--- src/rtl/fetch_unit_pkg.sv ---
// Shared definitions for the instruction fetch front end and the decoder.
package fetch_unit_pkg;

  localparam int unsigned XLEN = 32;

  typedef enum logic [1:0] {
    F_REQ   = 2'd0,
    F_WAIT  = 2'd1,
    F_HOLD  = 2'd2,
    F_FAULT = 2'd3
  } fetch_state_t;

  localparam logic [XLEN-1:0] NOP_INSTR = 32'h0000_0013;

  // Instruction field positions, shared with the decoder
  localparam int unsigned OPCODE_LSB = 0;
  localparam int unsigned OPCODE_W   = 7;
  localparam int unsigned RD_LSB     = 7;
  localparam int unsigned REG_W      = 5;
  localparam int unsigned FUNC3_LSB  = 12;
  localparam int unsigned FUNC3_W    = 3;
  localparam int unsigned RS1_LSB    = 15;
  localparam int unsigned RS2_LSB    = 20;
  localparam int unsigned FUNC7_LSB  = 25;
  localparam int unsigned FUNC7_W    = 7;

  // A fetch address is misaligned when it is not word aligned
  function automatic logic is_misaligned(input logic [XLEN-1:0] addr);
    return addr[1:0] != 2'b00;
  endfunction

endpackage

--- src/rtl/fetch_unit.sv ---
// Instruction fetch front end: PC, instruction register, redirect tracking
// and a single-outstanding-request memory handshake.
module fetch_unit
  import fetch_unit_pkg::*;
#(
  parameter logic [31:0] RESET_PC = 32'h0000_0000
) (
  input  logic                clk,
  input  logic                rst,
  output logic                imem_req_valid,
  input  logic                imem_req_ready,
  output logic [XLEN-1:0]     imem_addr,
  input  logic                imem_rsp_valid,
  input  logic [XLEN-1:0]     imem_rsp_data,
  input  logic                pc_load,
  input  logic [XLEN-1:0]     next_pc,
  output logic [XLEN-1:0]     instr,
  output logic                instr_valid,
  output logic [OPCODE_W-1:0] opcode,
  output logic [FUNC3_W-1:0]  func3,
  output logic [FUNC7_W-1:0]  func7,
  output logic [REG_W-1:0]    rs1,
  output logic [REG_W-1:0]    rs2,
  output logic [REG_W-1:0]    rd,
  output logic [XLEN-1:0]     pc,
  output logic [XLEN-1:0]     pc_plus_4,
  output logic                fetch_stall,
  output logic                instr_misaligned
);

  fetch_state_t    state_q, state_d;
  logic [XLEN-1:0] pc_q, pc_d;
  logic [XLEN-1:0] instr_q, instr_d;
  logic            instr_valid_q, instr_valid_d;
  logic            redir_pend_q, redir_pend_d;
  logic [XLEN-1:0] redir_pc_q, redir_pc_d;

  // A pc_load coinciding with the response counts as an already-pending redirect
  logic            redir_hit;
  logic [XLEN-1:0] redir_tgt;
  assign redir_hit = redir_pend_q | pc_load;
  assign redir_tgt = pc_load ? next_pc : redir_pc_q;

  // FSM state register
  always_ff @(posedge clk) begin
    if (rst) state_q <= F_REQ;
    else     state_q <= state_d;
  end

  // Datapath registers: PC, IR, valid flag and redirect capture
  always_ff @(posedge clk) begin
    if (rst) begin
      pc_q          <= RESET_PC;
      instr_q       <= NOP_INSTR;
      instr_valid_q <= 1'b0;
      redir_pend_q  <= 1'b0;
      redir_pc_q    <= '0;
    end else begin
      pc_q          <= pc_d;
      instr_q       <= instr_d;
      instr_valid_q <= instr_valid_d;
      redir_pend_q  <= redir_pend_d;
      redir_pc_q    <= redir_pc_d;
    end
  end

  // Next-state and datapath update logic
  always_comb begin
    state_d       = state_q;
    pc_d          = pc_q;
    instr_d       = instr_q;
    instr_valid_d = instr_valid_q;
    redir_pend_d  = redir_pend_q;
    redir_pc_d    = redir_pc_q;
    case (state_q)
      F_REQ: begin
        if (pc_load) begin
          redir_pend_d = 1'b1;
          redir_pc_d   = next_pc;
        end
        if (imem_req_ready) state_d = F_WAIT;
      end
      F_WAIT: begin
        if (pc_load) begin
          redir_pend_d = 1'b1;
          redir_pc_d   = next_pc;
        end
        if (imem_rsp_valid) begin
          if (redir_hit) begin
            pc_d         = redir_tgt;
            redir_pend_d = 1'b0;
            state_d      = is_misaligned(redir_tgt) ? F_FAULT : F_REQ;
          end else begin
            instr_d       = imem_rsp_data;
            instr_valid_d = 1'b1;
            state_d       = F_HOLD;
          end
        end
      end
      F_HOLD, F_FAULT: begin
        if (pc_load) begin
          pc_d          = next_pc;
          instr_valid_d = 1'b0;
          state_d       = is_misaligned(next_pc) ? F_FAULT : F_REQ;
        end
      end
      default: state_d = F_REQ;
    endcase
  end

  // State-decoded handshake and status outputs
  always_comb begin
    imem_req_valid   = 1'b0;
    fetch_stall      = 1'b0;
    instr_misaligned = 1'b0;
    case (state_q)
      F_REQ: begin
        imem_req_valid = ~rst;
        fetch_stall    = 1'b1;
      end
      F_WAIT:  fetch_stall      = 1'b1;
      F_FAULT: instr_misaligned = 1'b1;
      default: ;
    endcase
  end

  assign imem_addr   = pc_q;
  assign pc          = pc_q;
  assign pc_plus_4   = pc_q + 32'd4;
  assign instr       = instr_q;
  assign instr_valid = instr_valid_q;

  assign opcode = instr_q[OPCODE_LSB +: OPCODE_W];
  assign rd     = instr_q[RD_LSB     +: REG_W];
  assign func3  = instr_q[FUNC3_LSB  +: FUNC3_W];
  assign rs1    = instr_q[RS1_LSB    +: REG_W];
  assign rs2    = instr_q[RS2_LSB    +: REG_W];
  assign func7  = instr_q[FUNC7_LSB  +: FUNC7_W];

endmodule

--- config.mk ---
export PLATFORM = sky130hd
export DESIGN_NAME = fetch_unit
export DESIGN_NICKNAME = d
export VERILOG_FILES = /design/src/rtl/fetch_unit_pkg.sv /design/src/rtl/fetch_unit.sv
export SDC_FILE = /design/constraint.sdc
export NUM_CORES = 1
export LEC_CHECK = 0
export ABC_AREA = 1
export BUFFER_PORTS_ARGS = -buffer_cell sky130_fd_sc_hd__buf_2
export CAP_MARGIN = 20
export CORE_MARGIN = 3
export CORE_UTILIZATION = 48
export CTS_CLUSTER_DIAMETER = 60
export DETAILED_ROUTE_END_ITERATION = 8
export GPL_ROUTABILITY_DRIVEN = 0
export PLACE_DENSITY = 0.84
export SETUP_SLACK_MARGIN = 0.5
export SLEW_MARGIN = 0
export SYNTH_ARGS = -nofsm -noshare
export SYNTH_HDL_FRONTEND = slang
export SYNTH_SLANG_ARGS = --single-unit
export TNS_END_PERCENT = 50
--- constraint.sdc ---
create_clock -name clk -period 1.9 [get_ports clk]
set_input_delay 0.19 -clock clk [delete_from_list [all_inputs] [get_ports clk]]
set_output_delay 0.19 -clock clk [all_outputs]
set_load 0.03 [all_outputs]
==> flow_summary.json <==
{
  "cellPowerDensity_mw_per_mm2": 1670,
  "synthAdderAreaFrac_pct": 0.229,
  "yosys.area.top_type_share_pct": 36.6,
  "crit_chain": "inv_1 > nor3_4 > nand2_2 > nor2_2 > nand2_1 > nand2_2 > nand2_2 > buf_6",
  "reg2reg_to": "imem_addr[31]",
  "clk_latency_ps": 340,
  "clkTransAtPathRegs_ps": 60,
  "drt_wl_total_mm": 22.5,
  "layout.nets": 1097,
  "crit_path_frequent_cell": "nand2_2",
  "die-area_mm2": 0.0127,
  "synth-xor-area-share_pct": 2.72,
  "hold_depth": 3,
  "synthTopCellsByArea": "dfxtp_1 (37%), o21ai_0 (10%), buf_4 (9.3%), a21oi_1 (9.1%), nand2_1 (8.4%)",
  "rrSetupSlack_ps": 450,
  "hold_end": "instr[4]",
  "worst-endpoint-arrival_ps": 2030,
  "slowest_delay_ps": 380,
  "final_util_pct": 75.0,
  "cts.sinks": 100,
  "critPathBufInv": 2,
  "min_path_type": "in2reg",
  "synth-compound-area-share_pct": 20.9,
  "cts_buffer_depth": 2,
  "violations": "setup timing",
  "max_cap_violations": 0,
  "setup_viol": 25,
  "grt_pass1_vias": 5662,
  "pre_cts_slack_ps": 145,
  "antennaDiodeCount": 0,
  "fin_crit_sh_pct": 117,
  "final-hold-violation-count": 0,
  "rr_startpoint": "state_q[1]",
  "yosysTopAreaCell": "dfxtp_1",
  "via_count": 6601,
  "syn_nets": 880,
  "synth_top_family_by_area": "simple AND/OR/NAND/NOR gates",
  "drtPass1Iterations": 6,
  "status": "complete, but fails checks",
  "cts_root_buf": "clkbuf_16",
  "ys_warn_count": 0,
  "muxShareOfSynthArea_pct": 0,
  "synth_cells": 810,
  "antenna_found_initial": 1,
  "gr-usage-all-layers_pct": 26.6,
  "skew_ps": 12.3,
  "r2r_cells": 8,
  "slew_violations": 0,
  "critPathLaunchType": "flop",
  "dp_hpwl_mm": 11.6,
  "synth-simple-area-share_pct": 22.3,
  "relSlewSlack_pct": 71.7,
  "drc": 0,
  "drtIter0Drc": 733,
  "crit_type": "reg2out",
  "tightest_slew_ps": 424,
  "ys_types": 26,
  "cp.required_ps": 1710,
  "rows": 38,
  "core_mm2": 0.0110,
  "hold_path.startpoint": "imem_rsp_data[4]",
  "synthesis.area_mm2": 0.00547,
  "period_minus_slack_ps": 2220,
  "antenna_left": 0,
  "ctsHoldBuffers": 0,
  "drive_gt1_share_pct": 46.2,
  "cts_tree": "yes",
  "top_level_ports": 233,
  "cts_made_buffers": 9,
  "setup_tns_ps": -3660,
  "p_leak_nw": 4.03,
  "wire_per_inst_um": 19.2,
  "die_w_um": 113,
  "peakVddDrop_mv": 1.49,
  "start_util_pct": 49.8,
  "fmax_mhz": 450,
  "synth-seq-cells": 100,
  "end_kind": "output port",
  "ys_seq_area_share_pct": 36.6,
  "vias_per_cell": 5.63,
  "fin_ws_ps": -322,
  "rsz0062_at_grt": "true",
  "crit_path_top_delay_cell": "dfxtp_4",
  "critPathTopFamily": "simple AND/OR/NAND/NOR gates",
  "grt_pass1_wl_mm": 27.8,
  "grt-ovfl-total": 0,
  "port-buffer-count": 232,
  "syn_avg_cell_area_um2": 6.75,
  "htreeDepth": 3,
  "cp_max_fo": 5,
  "area_growth_pct": 50.7,
  "die_h_um": 113,
  "grt_start_max_net_pins": 62
}
registers in the layout, summed over array words and instances (netlist names):
register      cells
redir_pend_q      1
state_q           2
instr_valid       1
redir_pc_q       32
instr            32
imem_addr        32
area by class of cell:
class | instances | area [um^2]
clock buffers | 11 | 233
clock inverters | 5 | 61.3
fillers | 750 | 2750
inverters | 67 | 272
multi-input cells | 533 | 3160
flip-flops and latches | 100 | 2110
well taps | 140 | 175
repair buffers | 316 | 2220
power breakdown:
group / internal (mW) / switching [mW] / total (mW) / leakage, nW
clock network: 1.03 / 0.804 / 1.83 / 0.140
registers: 2.80 / 0.826 / 3.63 / 0.841
logic: 2.97 / 5.34 / 8.30 / 3.05
total: 6.80 / 6.97 / 13.8 / 4.03
cells in the mapped netlist:
| cell | n |
|---|---|
| nand3b_1 | 2 |
| nand2_2 | 4 |
| nor3_1 | 9 |
| nor2_1 | 118 |
| nor2_4 | 2 |
| nor2_2 | 2 |
| or2_2 | 1 |
| nor3_4 | 2 |
| nand3_2 | 4 |
| dfxtp_1 | 100 |
| o21ai_2 | 1 |
| xnor2_1 | 6 |
| buf_4 | 68 |
| buf_1 | 2 |
| nand3_1 | 16 |
| inv_2 | 4 |
| nand4_1 | 6 |
| ha_1 | 1 |
| o21ai_0 | 113 |
| xor2_1 | 11 |
| clkbuf_1 | 20 |
| nand2_1 | 122 |
| o21ai_1 | 14 |
| inv_1 | 63 |
| a21oi_1 | 99 |
| buf_2 | 20 |
worst min-delay path, cell delays in order:
cell,delay [ps]
buf_2,70
nand2_1,40
nand3_1,50
what timing repair did:
item | CTS | global route
pin swaps | 34 | 46
buffers inserted | 38 | 24
setup endpoints to repair | 94 | 95
cloned | 1 | 4
gates resized for setup | 125 | 102
kinds of logic (layout without fill, tap and decap cells):
group                    count (synthesis)  after routing
XOR/XNOR                                17             17
buffers and inverters                  177            399
AND/OR/NAND/NOR                        288            288
flip-flops                             100            100
AO/OA/AOI/OAI                          227            227
adder cells (fa/ha/maj)                  1              1
worst max path at each step:
stage | slack [ps] | from | to | depth (start not counted)
3_5_place_dp | 150 | imem_addr[3] | pc_plus_4[16] | 7
4_1_cts | -60 | imem_addr[2] | pc_plus_4[23] | 8
3_3_place_gp | 180 | imem_addr[3] | pc_plus_4[16] | 7
2_1_floorplan | 200 | imem_addr[3] | pc_plus_4[16] | 6
5_1_grt | -390 | imem_addr[16] | pc_plus_4[27] | 8
6_report | -320 | imem_addr[15] | pc_plus_4[27] | 8
placed cells by master, fill, tap and decap left out, types with 15 or more instances in the layout:
cell     Yosys  final
a21oi_1     99     98
buf_2       20    203
buf_4       68     56
buf_6        0     42
dfxtp_1    100     71
dfxtp_4      0     27
inv_1       63     54
nand2_1    122     84
nand2_2      4     28
nand3_1     16     15
nor2_1     118    100
nor2_4       2     15
o21ai_0    113     86
o21ai_1     14     35
layer usage:
layer | GRT usage (%) | share of wire (%) | up-vias
met5 | 0 | 0.044 | -
met4 | 9.70 | 6.2 | 2
met3 | 6.15 | 11 | 136
met2 | 47.7 | 49 | 530
met1 | 30.9 | 34 | 2939
li1 | - | - | 2994
per-stage QoR:
step / power [mW] / cells / cell area [um^2] / hold WS [ps]
floorplan: 8.32 / 810 / 5790 / 303
global placement: 9.51 / 1089 / 6600 / 389
detailed placement: 9.60 / 1089 / 6600 / 397
CTS: 12.4 / 1144 / 7590 / 45.6
global route: 14.3 / 1172 / 8230 / 57.0
finish: 13.8 / 1172 / 8230 / 54.5
Note: power is estimated with default switching activity, not from simulation.
